### src/rtl/adpll_pkg.sv
// Shared types and code-width-derived constants for the ADPLL loop controller.
package adpll_pkg;

    typedef enum logic [1:0] {
        ST_IDLE   = 2'd0,
        ST_SEARCH = 2'd1,
        ST_TRACK  = 2'd2,
        ST_LOCKED = 2'd3
    } state_t;

    typedef enum logic [1:0] {
        DIR_NONE = 2'd0,
        DIR_UP   = 2'd1,
        DIR_DN   = 2'd2
    } dir_t;

    // Midscale DCO code: 2^(code_w-1)
    function automatic int unsigned mid_code(input int unsigned code_w);
        return 32'd1 << (code_w - 32'd1);
    endfunction

    // First binary-search step: 2^(code_w-2)
    function automatic int unsigned init_step(input int unsigned code_w);
        return 32'd1 << (code_w - 32'd2);
    endfunction

    // Step used when re-acquiring after losing lock: 2^(code_w-4)
    function automatic int unsigned reacq_step(input int unsigned code_w);
        return 32'd1 << (code_w - 32'd4);
    endfunction

endpackage

### src/rtl/adpll_flag_sync.sv
// Two-flop synchronizer bringing one asynchronous PFD flag into the IN_clk domain.
module adpll_flag_sync (
    input  logic IN_clk,
    input  logic reset,
    input  logic flag,
    output logic flag_sync
);

    logic meta;

    always_ff @(posedge IN_clk or negedge reset) begin
        if (!reset) begin
            meta      <= 1'b0;
            flag_sync <= 1'b0;
        end else begin
            meta      <= flag;
            flag_sync <= meta;
        end
    end

endmodule

### src/rtl/adpll_loop_ctrl.sv
// ADPLL loop controller: binary search for the DCO code, then +/-1 tracking with
// lock detection and re-acquisition on a sustained one-sided drift.
module adpll_loop_ctrl
    import adpll_pkg::*;
#(
    parameter int unsigned CODE_W     = 8,
    parameter int unsigned SETTLE     = 3,
    parameter int unsigned LOCK_CNT   = 8,
    parameter int unsigned UNLOCK_RUN = 4
) (
    input  logic              IN_clk,
    input  logic              reset,
    input  logic              flagU,
    input  logic              flagD,
    input  logic              freeze,
    output logic [CODE_W-1:0] dco_code,
    output logic              code_upd,
    output logic              lock,
    output logic [1:0]        state_o
);

    localparam int unsigned SET_W = (SETTLE > 0) ? $clog2(SETTLE + 1) : 1;
    localparam int unsigned LCK_W = $clog2(LOCK_CNT + 1);
    localparam int unsigned RUN_W = $clog2(UNLOCK_RUN + 1);

    localparam logic [CODE_W-1:0] MID_CODE   = CODE_W'(mid_code(CODE_W));
    localparam logic [CODE_W-1:0] INIT_STEP  = CODE_W'(init_step(CODE_W));
    localparam logic [CODE_W-1:0] REACQ_STEP = CODE_W'(reacq_step(CODE_W));
    localparam logic [SET_W-1:0]  SETTLE_LD  = SET_W'(SETTLE);
    localparam logic [LCK_W-1:0]  LOCK_TGT   = LCK_W'(LOCK_CNT);
    localparam logic [RUN_W-1:0]  RUN_TGT    = RUN_W'(UNLOCK_RUN);

    state_t            state_q,    state_d;
    dir_t              dir_q,      dir_d;
    logic [CODE_W-1:0] code_q,     code_d;
    logic [CODE_W-1:0] step_q,     step_d;
    logic [SET_W-1:0]  settle_q,   settle_d;
    logic [LCK_W-1:0]  lock_cnt_q, lock_cnt_d;
    logic [RUN_W-1:0]  run_cnt_q,  run_cnt_d;
    logic              upd_q,      upd_d;
    logic              lock_q,     lock_d;

    logic u_s;
    logic d_s;

    adpll_flag_sync u_sync_u (
        .IN_clk    (IN_clk),
        .reset     (reset),
        .flag      (flagU),
        .flag_sync (u_s)
    );

    adpll_flag_sync u_sync_d (
        .IN_clk    (IN_clk),
        .reset     (reset),
        .flag      (flagD),
        .flag_sync (d_s)
    );

    // Flag decode and saturating candidate code, computed one bit wider than the code
    logic              mv_up;
    logic              mv_dn;
    dir_t              mv;
    logic              eval;
    logic [CODE_W-1:0] delta;
    logic [CODE_W:0]   sum;
    logic [CODE_W:0]   diff;
    logic [CODE_W-1:0] up_sat;
    logic [CODE_W-1:0] dn_sat;
    logic [CODE_W-1:0] cand;
    logic              changed;

    assign mv_up   = u_s & ~d_s;
    assign mv_dn   = d_s & ~u_s;
    assign mv      = mv_up ? DIR_UP : (mv_dn ? DIR_DN : DIR_NONE);
    assign eval    = (settle_q == '0);
    assign delta   = (state_q == ST_SEARCH) ? step_q : CODE_W'(1);
    assign sum     = {1'b0, code_q} + {1'b0, delta};
    assign diff    = {1'b0, code_q} - {1'b0, delta};
    assign up_sat  = sum[CODE_W]  ? {CODE_W{1'b1}} : sum[CODE_W-1:0];
    assign dn_sat  = diff[CODE_W] ? {CODE_W{1'b0}} : diff[CODE_W-1:0];
    assign cand    = mv_up ? up_sat : (mv_dn ? dn_sat : code_q);
    assign changed = (cand != code_q);

    always_ff @(posedge IN_clk or negedge reset) begin
        if (!reset) begin
            state_q    <= ST_IDLE;
            dir_q      <= DIR_NONE;
            code_q     <= MID_CODE;
            step_q     <= INIT_STEP;
            settle_q   <= '0;
            lock_cnt_q <= '0;
            run_cnt_q  <= '0;
            upd_q      <= 1'b0;
            lock_q     <= 1'b0;
        end else begin
            state_q    <= state_d;
            dir_q      <= dir_d;
            code_q     <= code_d;
            step_q     <= step_d;
            settle_q   <= settle_d;
            lock_cnt_q <= lock_cnt_d;
            run_cnt_q  <= run_cnt_d;
            upd_q      <= upd_d;
            lock_q     <= lock_d;
        end
    end

    always_comb begin
        state_d    = state_q;
        dir_d      = dir_q;
        code_d     = code_q;
        step_d     = step_q;
        settle_d   = settle_q;
        lock_cnt_d = lock_cnt_q;
        run_cnt_d  = run_cnt_q;
        upd_d      = 1'b0;

        if (!freeze) begin
            if (!eval) begin
                settle_d = settle_q - SET_W'(1);
            end

            case (state_q)
                ST_IDLE: begin
                    code_d  = MID_CODE;
                    step_d  = INIT_STEP;
                    state_d = ST_SEARCH;
                end
                ST_SEARCH: begin
                    if (eval) begin
                        step_d = step_q >> 1;
                        if (step_q == CODE_W'(1)) begin
                            state_d    = ST_TRACK;
                            lock_cnt_d = '0;
                            dir_d      = DIR_NONE;
                        end
                    end
                end
                ST_TRACK: begin
                    if (eval) begin
                        if ((mv == DIR_NONE) || (mv != dir_q)) begin
                            lock_cnt_d = lock_cnt_q + LCK_W'(1);
                        end else begin
                            lock_cnt_d = '0;
                        end
                        if (mv != DIR_NONE) begin
                            dir_d = mv;
                        end
                        if (lock_cnt_d == LOCK_TGT) begin
                            state_d   = ST_LOCKED;
                            run_cnt_d = '0;
                        end
                    end
                end
                ST_LOCKED: begin
                    // Holds leave the run untouched; the triggering move is still applied
                    if (eval && (mv != DIR_NONE)) begin
                        if ((run_cnt_q != '0) && (mv == dir_q)) begin
                            run_cnt_d = run_cnt_q + RUN_W'(1);
                        end else begin
                            run_cnt_d = RUN_W'(1);
                        end
                        dir_d = mv;
                        if (run_cnt_d == RUN_TGT) begin
                            state_d    = ST_SEARCH;
                            step_d     = REACQ_STEP;
                            run_cnt_d  = '0;
                            lock_cnt_d = '0;
                        end
                    end
                end
                default: begin
                    state_d = ST_IDLE;
                end
            endcase

            if (eval && (state_q != ST_IDLE) && changed) begin
                code_d   = cand;
                upd_d    = 1'b1;
                settle_d = SETTLE_LD;
            end
        end
    end

    assign lock_d   = (state_d == ST_LOCKED);
    assign dco_code = code_q;
    assign code_upd = upd_q;
    assign lock     = lock_q;
    assign state_o  = state_q;

endmodule

### config.mk
export PLATFORM = sky130hd
export DESIGN_NAME = adpll_loop_ctrl
export DESIGN_NICKNAME = d
export VERILOG_FILES = /design/src/rtl/adpll_pkg.sv /design/src/rtl/adpll_flag_sync.sv /design/src/rtl/adpll_loop_ctrl.sv
export SDC_FILE = /design/constraint.sdc
export NUM_CORES = 1
export LEC_CHECK = 0
export ABC_AREA = 1
export CAP_MARGIN = 20
export CORE_MARGIN = 4
export CORE_UTILIZATION = 54
export CTS_CLUSTER_DIAMETER = 150
export DETAILED_ROUTE_END_ITERATION = 8
export PLACE_DENSITY = 0.76
export SLEW_MARGIN = 5
export SYNTH_ARGS = -nofsm -noshare
export SYNTH_HDL_FRONTEND = slang
export SYNTH_HIERARCHICAL = 1
export SYNTH_SLANG_ARGS = --single-unit
### constraint.sdc
create_clock -name IN_clk -period 2.81 [get_ports IN_clk]
set_input_delay 0.562 -clock IN_clk [delete_from_list [all_inputs] [get_ports IN_clk]]
set_output_delay 0.562 -clock IN_clk [all_outputs]
set_load 0.005 [all_outputs]
Word-level counts from Yosys, hierarchy flattened
Cells that the tools add are included.
{"block": "word_totals", "regBits": 35, "out_inout_bits": 12, "wordCells": 112}
{"block": "op_classes", "n_addsub": 5, "eq_ne": 18, "n_mux": 50, "bitwise_logic": 5, "reduce_logical": 21}
{"operator": "two-way mux 8 bit", "n": 10}
{"operator": "two-way mux 4 bit", "n": 9}
{"operator": "two-way mux 2 bit", "n": 16}
{"operator": "two-way mux 3 bit", "n": 8}
{"operator": "case mux 8 bit (3 select lines)", "n": 1}
{"operator": "AND reduction 7 bit", "n": 2}
{"operator": "inequality test 2 bit (second input constant)", "n": 6}
{"operator": "case mux 4 bit (3 select lines)", "n": 1}
{"operator": "AND reduction 5 bit", "n": 2}
{"operator": "adder 8 x 8 -> 9 bit", "n": 1}
{"operator": "nonzero test 3 bit", "n": 3}
{"operator": "subtractor 8 x 8 -> 9 bit", "n": 1}
{"operator": "equality test 8 x 1 -> 1 bit (second input constant)", "n": 1}
{"operator": "inequality test 8 bit", "n": 1}
{"operator": "case mux 2 bit (4 select lines)", "n": 1}
{"operator": "nonzero test 2 bit", "n": 4}
{"operator": "equality test 2 bit (second input constant)", "n": 3}
{"operator": "logical NOT 2 bit", "n": 3}
{"operator": "case mux 2 bit (3 select lines)", "n": 1}
{"operator": "case mux 3 bit (2 select lines)", "n": 1}
{"operator": "adder 4 x 1 -> 4 bit (second input constant)", "n": 1}
{"operator": "equality test 4 bit (second input constant)", "n": 1}
{"operator": "logical AND 1 bit", "n": 4}
{"operator": "inequality test 2 x 1 -> 1 bit (second input constant)", "n": 2}
{"operator": "11 further kinds", "n": 16}

Logic depth before layout (Yosys ltp)
Gate-level depths: netlist of the first run.
{"block": "depth", "depth_word": 16, "depth_mapped": 26, "depth_no_buf": 25}

Hierarchy
Netlist of the first run, hierarchy kept.
{"module": "adpll_loop_ctrl", "n_inst": 1, "cells_each": 421, "area_each_um2": 2768.9, "seq_area_each_um2": 753.2}
{"module": "adpll_flag_sync", "n_inst": 2, "cells_each": 2, "area_each_um2": 50.0, "seq_area_each_um2": 50.0}

Least setup slack after synthesis of the first run
No wires, ideal clock.
{"block": "synth_path", "path_type": "reg-to-reg", "start": "register state_q[0] (netlist: state_o[0])", "end": "register code_q[1] (netlist: dco_code[1])", "setup_time_ns": 0.119, "t_arrival_ns": 2.723, "t_required_ns": 2.691, "setup_slack_ns": -0.032, "path_stages_with_launch": 26, "n_path_buf": 1, "path_cell_list": "dfrtp_1 -> inv_2 -> nor2_1 -> inv_2 -> nor2_1 -> inv_1 -> fa_1 -> nand2_1 -> inv_2 -> nand2_1 -> nand2_1 -> nand2_2 -> nand2_4 -> nand2_2 -> nand2_2 -> nand2_1 -> nand2_1 -> nand2_1 -> clkinv_1 -> nand2_1 -> nor2_2 -> nand3_2 -> nand3_4 -> buf_8 -> nand3_1 -> nand2_1"}
{"block": "synth_via", "elab_chain_cells": 10, "elab_cells_between_ends": 16}
{"item": "start: declaration", "line_no": "adpll_loop_ctrl.sv:33", "text": "state_t state_q, state_d;"}
{"item": "start signal: assignment", "line_no": "adpll_loop_ctrl.sv:97", "text": "state_q <= state_d;"}
{"item": "equality test 2 x 1 -> 1 bit", "line_no": "adpll_loop_ctrl.sv:77", "text": "assign delta = (state_q == ST_SEARCH) ? step_q : CODE_W'(1);"}
{"item": "two-way mux 8 bit", "line_no": "adpll_loop_ctrl.sv:77"}
{"item": "subtractor 8 x 8 -> 9 bit", "line_no": "adpll_loop_ctrl.sv:79", "text": "assign diff = {1'b0, code_q} - {1'b0, delta};"}
{"item": "two-way mux 8 bit", "line_no": "adpll_loop_ctrl.sv:81", "text": "assign dn_sat = diff[CODE_W] ? {CODE_W{1'b0}} : diff[CODE_W-1:0];"}
{"item": "two-way mux 8 bit (2 in a row)", "line_no": "adpll_loop_ctrl.sv:82", "text": "assign cand = mv_up ? up_sat : (mv_dn ? dn_sat : code_q);"}
{"item": "inequality test 8 bit", "line_no": "adpll_loop_ctrl.sv:83", "text": "assign changed = (cand != code_q);"}
{"item": "logical AND 1 bit", "line_no": "adpll_loop_ctrl.sv:178", "text": "if (eval && (state_q != ST_IDLE) && changed) begin"}
{"item": "nonzero test 2 bit (no source line)"}
{"item": "AND reduction 2 bit (no source line)"}
{"item": "end signal: assignment", "line_no": "adpll_loop_ctrl.sv:99", "text": "code_q <= code_d;"}
{"item": "end: declaration", "line_no": "adpll_loop_ctrl.sv:35", "text": "logic [CODE_W-1:0] code_q, code_d;"}
Parallel ways exist; a longest one is shown, timed or not.
A chain may end at the register's enable or synchronous reset.

Final worst setup path of the first run
{"block": "layout_path", "start": "register state_q[0] (netlist: state_o[0])", "end": "register settle_q[1]"}
{"block": "layout_via", "elab_chain_cells": 10, "elab_cells_between_ends": 15}
{"item": "equality test 2 x 1 -> 1 bit", "line_no": "adpll_loop_ctrl.sv:77"}
{"item": "two-way mux 8 bit", "line_no": "adpll_loop_ctrl.sv:77"}
{"item": "subtractor 8 x 8 -> 9 bit", "line_no": "adpll_loop_ctrl.sv:79"}
{"item": "two-way mux 8 bit", "line_no": "adpll_loop_ctrl.sv:81"}
{"item": "two-way mux 8 bit (2 in a row)", "line_no": "adpll_loop_ctrl.sv:82"}
{"item": "inequality test 8 bit", "line_no": "adpll_loop_ctrl.sv:83"}
{"item": "logical AND 1 bit (*)", "line_no": "adpll_loop_ctrl.sv:178"}
{"item": "inequality test 2 x 1 -> 1 bit (no source line)"}
{"item": "AND reduction 2 bit (no source line)"}
{"item": "end signal: assignment", "line_no": "adpll_loop_ctrl.sv:101", "text": "settle_q <= settle_d;"}
{"item": "end: declaration", "line_no": "adpll_loop_ctrl.sv:37", "text": "logic [SET_W-1:0] settle_q, settle_d;"}
Mark *: on every way between the ends. The rest lies on a longest branch, timed or not.

==> impl_results.md, run 1 <==
- Fmax: about 360 MHz
- Period utilisation layout: 0.9900
- Final Slew Violations: 0
- GRT overflow: 0
- CORE AREA: roughly 0.0051 mm2
- WL final: 7.680 mm
- M2 GR Usage: 0.4548
- Initial core utilization: 0.5582
- Max_cap viols: 0
- Slowest CP cell: dfrtp_1
- Layout cell share with drive strength beyond 1: 0.2259
- Worst min path class: reg2reg
- Worst R2R Path Depth: 22
- Avg Cell Area, Syn: 6.751 um2
- Critical path class: reg2reg
- Worst slew pin tran: 0.4643 ns
- Hold slack final: about 0.35 ns
- Status: finished clean
- CP bufs+invs: 5
- Busiest grt layer: met2
- Port Buffers: 16
- Synthesized cell area: roughly 0.0029 mm2
- DRC viols: 0
- Final setup violation count: 0
- Synth cell types: 39
- P_leak: around 1.9 nW
- YS warnings: 6
- Vias per cell: 5.373
- RD Place Congestion: 1.010
- Met3 Resource Use GR: 0.02882
- # clock sinks: 34
- Layout overhead on the synthesized area: 26.82%
- Crit path depth: 22
- Mapped Nets: between 400 and 500
- Comb pwr share: 0.641
- Switching share of power: 0.4579
- PwrDens: a little over 900 mW/mm2
- Final ANT Viol Nets: 0
- Hpwl dp: 5.860 mm
- CP most frequent cell: nand2_1
- Nets@finish: between 500 and 600
- Pint: roughly 1.8 mW
- First-pass GRT wire length: 12.68 mm
- Total Power: about 3.3 mW
- FF+latch count, synth: 34
- Core Util, Final: 0.7079
- Routing usage on met1: 0.2956
- Crit path cell chain: inv_2, nor2_4, inv_4, nor2_2, inv_1, ha_4, inv_2, nor2_1, a21oi_2, nand3_2, nand2_1, inv_1, nand2_1, nand2_1, nand3_1, nand2_1, nor2_2, nand3_2, nand3_4, nand2_1, nand2_1, nand2_1
- Vias in the first global route: 2833
- Worst vdd ir: roughly 450 uV
- Hold path depth: 0
- CTS tree: done
- H-tree level count: 2
- Io pins: 17
- Reg clk slew, reported paths: approximately 0.070 ns
- CP startpoint kind: flip-flop
- Share of the synthesized area in the top cell type: 0.2791
- Initial antenna violation count: 0
- Worst endpoint required time: between 2 and 3 ns
- Final hold violation count: 0
- Largest net degree at the start of global routing: 35
- Post-synthesis cell count: 425
- Worst slew margin: 0.6876
- Via count: 2993
- Diode count: 0
- Routed length per instance: roughly 14 um
- Endpoint type of the worst setup path: flip-flop
- WP data arrival: slightly below 3 ns
- Register area share after synthesis: 0.2974
- Synth top area cells: dfrtp_1 (28%), nand2_1 (16%), ha_1 (9.6%)
- Reg power frac: 0.248
- Iteration-0 DRC Markers: 231
- CP Max Fanout: 7
- Die W: 80.89 um
- Total GRT Usage: 0.2519
- Psw: about 1.5 mW
- Worst Skew: approximately 0.0055 ns
- TritonRoute pass-1 iters: 7
- CTS Hold Bufs: 0
- Dpl cells: roughly 550
- Die H: slightly above 80 um
- Worst-case clock buffer depth: 2
- Number of fill cells: between 400 and 500
- Fin cells: around 560
- Row count: 26
- Top Family by Delay on Critical Path: simple AND/OR/NAND/NOR gates
- Clock buffer count from CTS: 5
- Clock group share of total power: 0.110
- Fin crit period: between 2 and 3 ns
- Unrepaired setup endpoints after global routing: true
- Leading area contributor after synthesis: dfrtp_1
- Later-pin clock latency in the skew report: between 0.2 and 0.3 ns
- Die ar.: between 0.006 and 0.007 mm2
- Crit-path max cell delay: between 0.3 and 0.4 ns
- Root Driver: clkbuf_8
-- per-layer routing --
layer	vias to the layer above	part of all wire
met3	30	0.054
met5	-	0
li1	1478	-
met1	1362	0.41
met2	123	0.49
met4	0	0.045
-- Yosys cell counts --
| cell | number |
|---|---|
| a211oi_1 | 1 |
| a21oi_1 | 17 |
| a21oi_2 | 2 |
| a22oi_2 | 1 |
| a31o_2 | 1 |
| a31oi_1 | 2 |
| and2_1 | 1 |
| buf_2 | 4 |
| buf_4 | 2 |
| buf_8 | 1 |
| clkbuf_1 | 1 |
| clkinv_1 | 1 |
| dfrtp_1 | 32 |
| dfstp_2 | 2 |
| fa_1 | 2 |
| ha_1 | 22 |
| inv_1 | 60 |
| inv_2 | 13 |
| nand2_1 | 125 |
| nand2_2 | 5 |
| nand2_4 | 1 |
| nand3_1 | 40 |
| nand3_2 | 3 |
| nand3_4 | 1 |
| nand3b_1 | 6 |
| nand4_1 | 6 |
| nor2_1 | 33 |
| nor2_2 | 3 |
| nor3_1 | 1 |
| nor3_2 | 2 |
| nor4_1 | 1 |
| o211ai_1 | 1 |
| o21a_1 | 1 |
| o21ai_0 | 14 |
| o21ai_1 | 7 |
| o31ai_1 | 3 |
| or4_1 | 1 |
| xnor2_1 | 2 |
| xor2_1 | 4 |
-- metrics by stage --
| step | setup TNS [ns] | setup slack [ns] | cell area, um2 |
|---|---|---|---|
| 2_1_floorplan | 0 | 0.05378 | 2872 |
| 3_3_place_gp | -0.8872 | -0.1152 | 3381 |
| 3_5_place_dp | -1.565 | -0.1846 | 3381 |
| 4_1_cts | 0 | 0.003269 | 3547 |
| 5_1_grt | -2.516 | -0.2568 | 3638 |
| 6_report | 0 | 0.02820 | 3638 |
-- power by group through the flow --
stage	clock network [mW]	registers, mW	logic (mW)
final	0.366	0.825	2.13
after global routing	0.402	0.845	2.38
after CTS	0.379	0.822	2.03
after detailed placement	0	0.816	1.96
after global placement	0	0.811	1.91
after floorplan	0	0.796	1.25
-- final timing paths --
kind	end	startpoint	slack, ns
max in group asynchronous	step_q[6]	reset	1.77
max reg2reg	settle_q[1]	state_o[0]	0.03
min	u_sync_u/flag_sync	u_sync_u/meta	0.35
max	settle_q[1]	state_o[0]	0.03
min in group asynchronous	dco_code[6]	reset	0.70
min reg2reg	u_sync_u/flag_sync	u_sync_u/meta	0.35
-- sequential cells by signal, indices dropped and copies added, names as in the netlist --
| register | count |
|---|---|
| code_upd | 1 |
| dco_code | 8 |
| dir_q | 2 |
| lock | 1 |
| lock_cnt_q | 4 |
| run_cnt_q | 3 |
| settle_q | 2 |
| state_o | 2 |
| step_q | 7 |
| u_sync_d/flag_sync | 1 |
| u_sync_d/meta | 1 |
| u_sync_u/flag_sync | 1 |
| u_sync_u/meta | 1 |
-- cell usage in the layout, fill, tap and decap left out, drive strengths merged, types with 2 or more instances in the layout --
cell and instances:
buf 45, nand3 45, o21ai 21, nor3 3, nor2 36, nand3b 6
clkinv 2, nand4 6, clkbuf 7, dfstp 2, nand2 131, ha 22
dfrtp 32, a21oi 19, clkdlybuf4s50 16, inv 73, o31ai 3, xor2 4
fa 2, xnor2 2, a31oi 2
-- logic make-up (layout without fill, tap and decap cells) --
kind of cell,after synthesis,in the layout,synth area share
and+or+nand+nor,229,230,0.3589
buffers and inverters,82,143,0.1156
AOI/OAI and AO/OA,50,50,0.09987
DFF,34,34,0.2974
adders and majority gates,24,24,0.1099
xor gates and xnor gates,6,6,0.01832
-- what timing repair did --
action	CTS	global route
gates resized for setup	12	20
gates cloned	1	0
pin swaps	3	12
endpoints found under the setup margin	11	11
setup buffers	0	3
-- area by class of cell --
type                       instances  area [um2]  share of cell area
multi-input combinational        310        1826              0.5017
sequential                        34       853.3              0.2345
timing repair buffer              61       498.0              0.1369
inverter                          74       282.8             0.07772
tap                               70       87.58             0.02407
clock buffer                       7       86.33             0.02373
clock inverter                     1       5.005            0.001376
No activity file was read; power rests on OpenSTA's default activity.
==> inputs of run 2 (changes only) <==
--- a/config.mk
+++ b/config.mk
@@ -10,6 +10,7 @@
 export CORE_MARGIN = 4
 export CORE_UTILIZATION = 54
 export CTS_CLUSTER_DIAMETER = 150
+export CTS_CLUSTER_SIZE = 20
 export DETAILED_ROUTE_END_ITERATION = 8
 export PLACE_DENSITY = 0.76
 export SLEW_MARGIN = 5
==> results of run 2 <==
The final DEF is identical to that of run 1; final timing and power are the same.
==> inputs of run 3 (changes only) <==
--- a/config.mk
+++ b/config.mk
@@ -12,6 +12,7 @@
 export CTS_CLUSTER_DIAMETER = 150
 export CTS_CLUSTER_SIZE = 20
 export DETAILED_ROUTE_END_ITERATION = 8
+export GPL_ROUTABILITY_DRIVEN = 1
 export PLACE_DENSITY = 0.76
 export SLEW_MARGIN = 5
 export SYNTH_ARGS = -nofsm -noshare
==> results of run 3 <==
The final DEF is identical to that of run 1; final timing and power are the same.
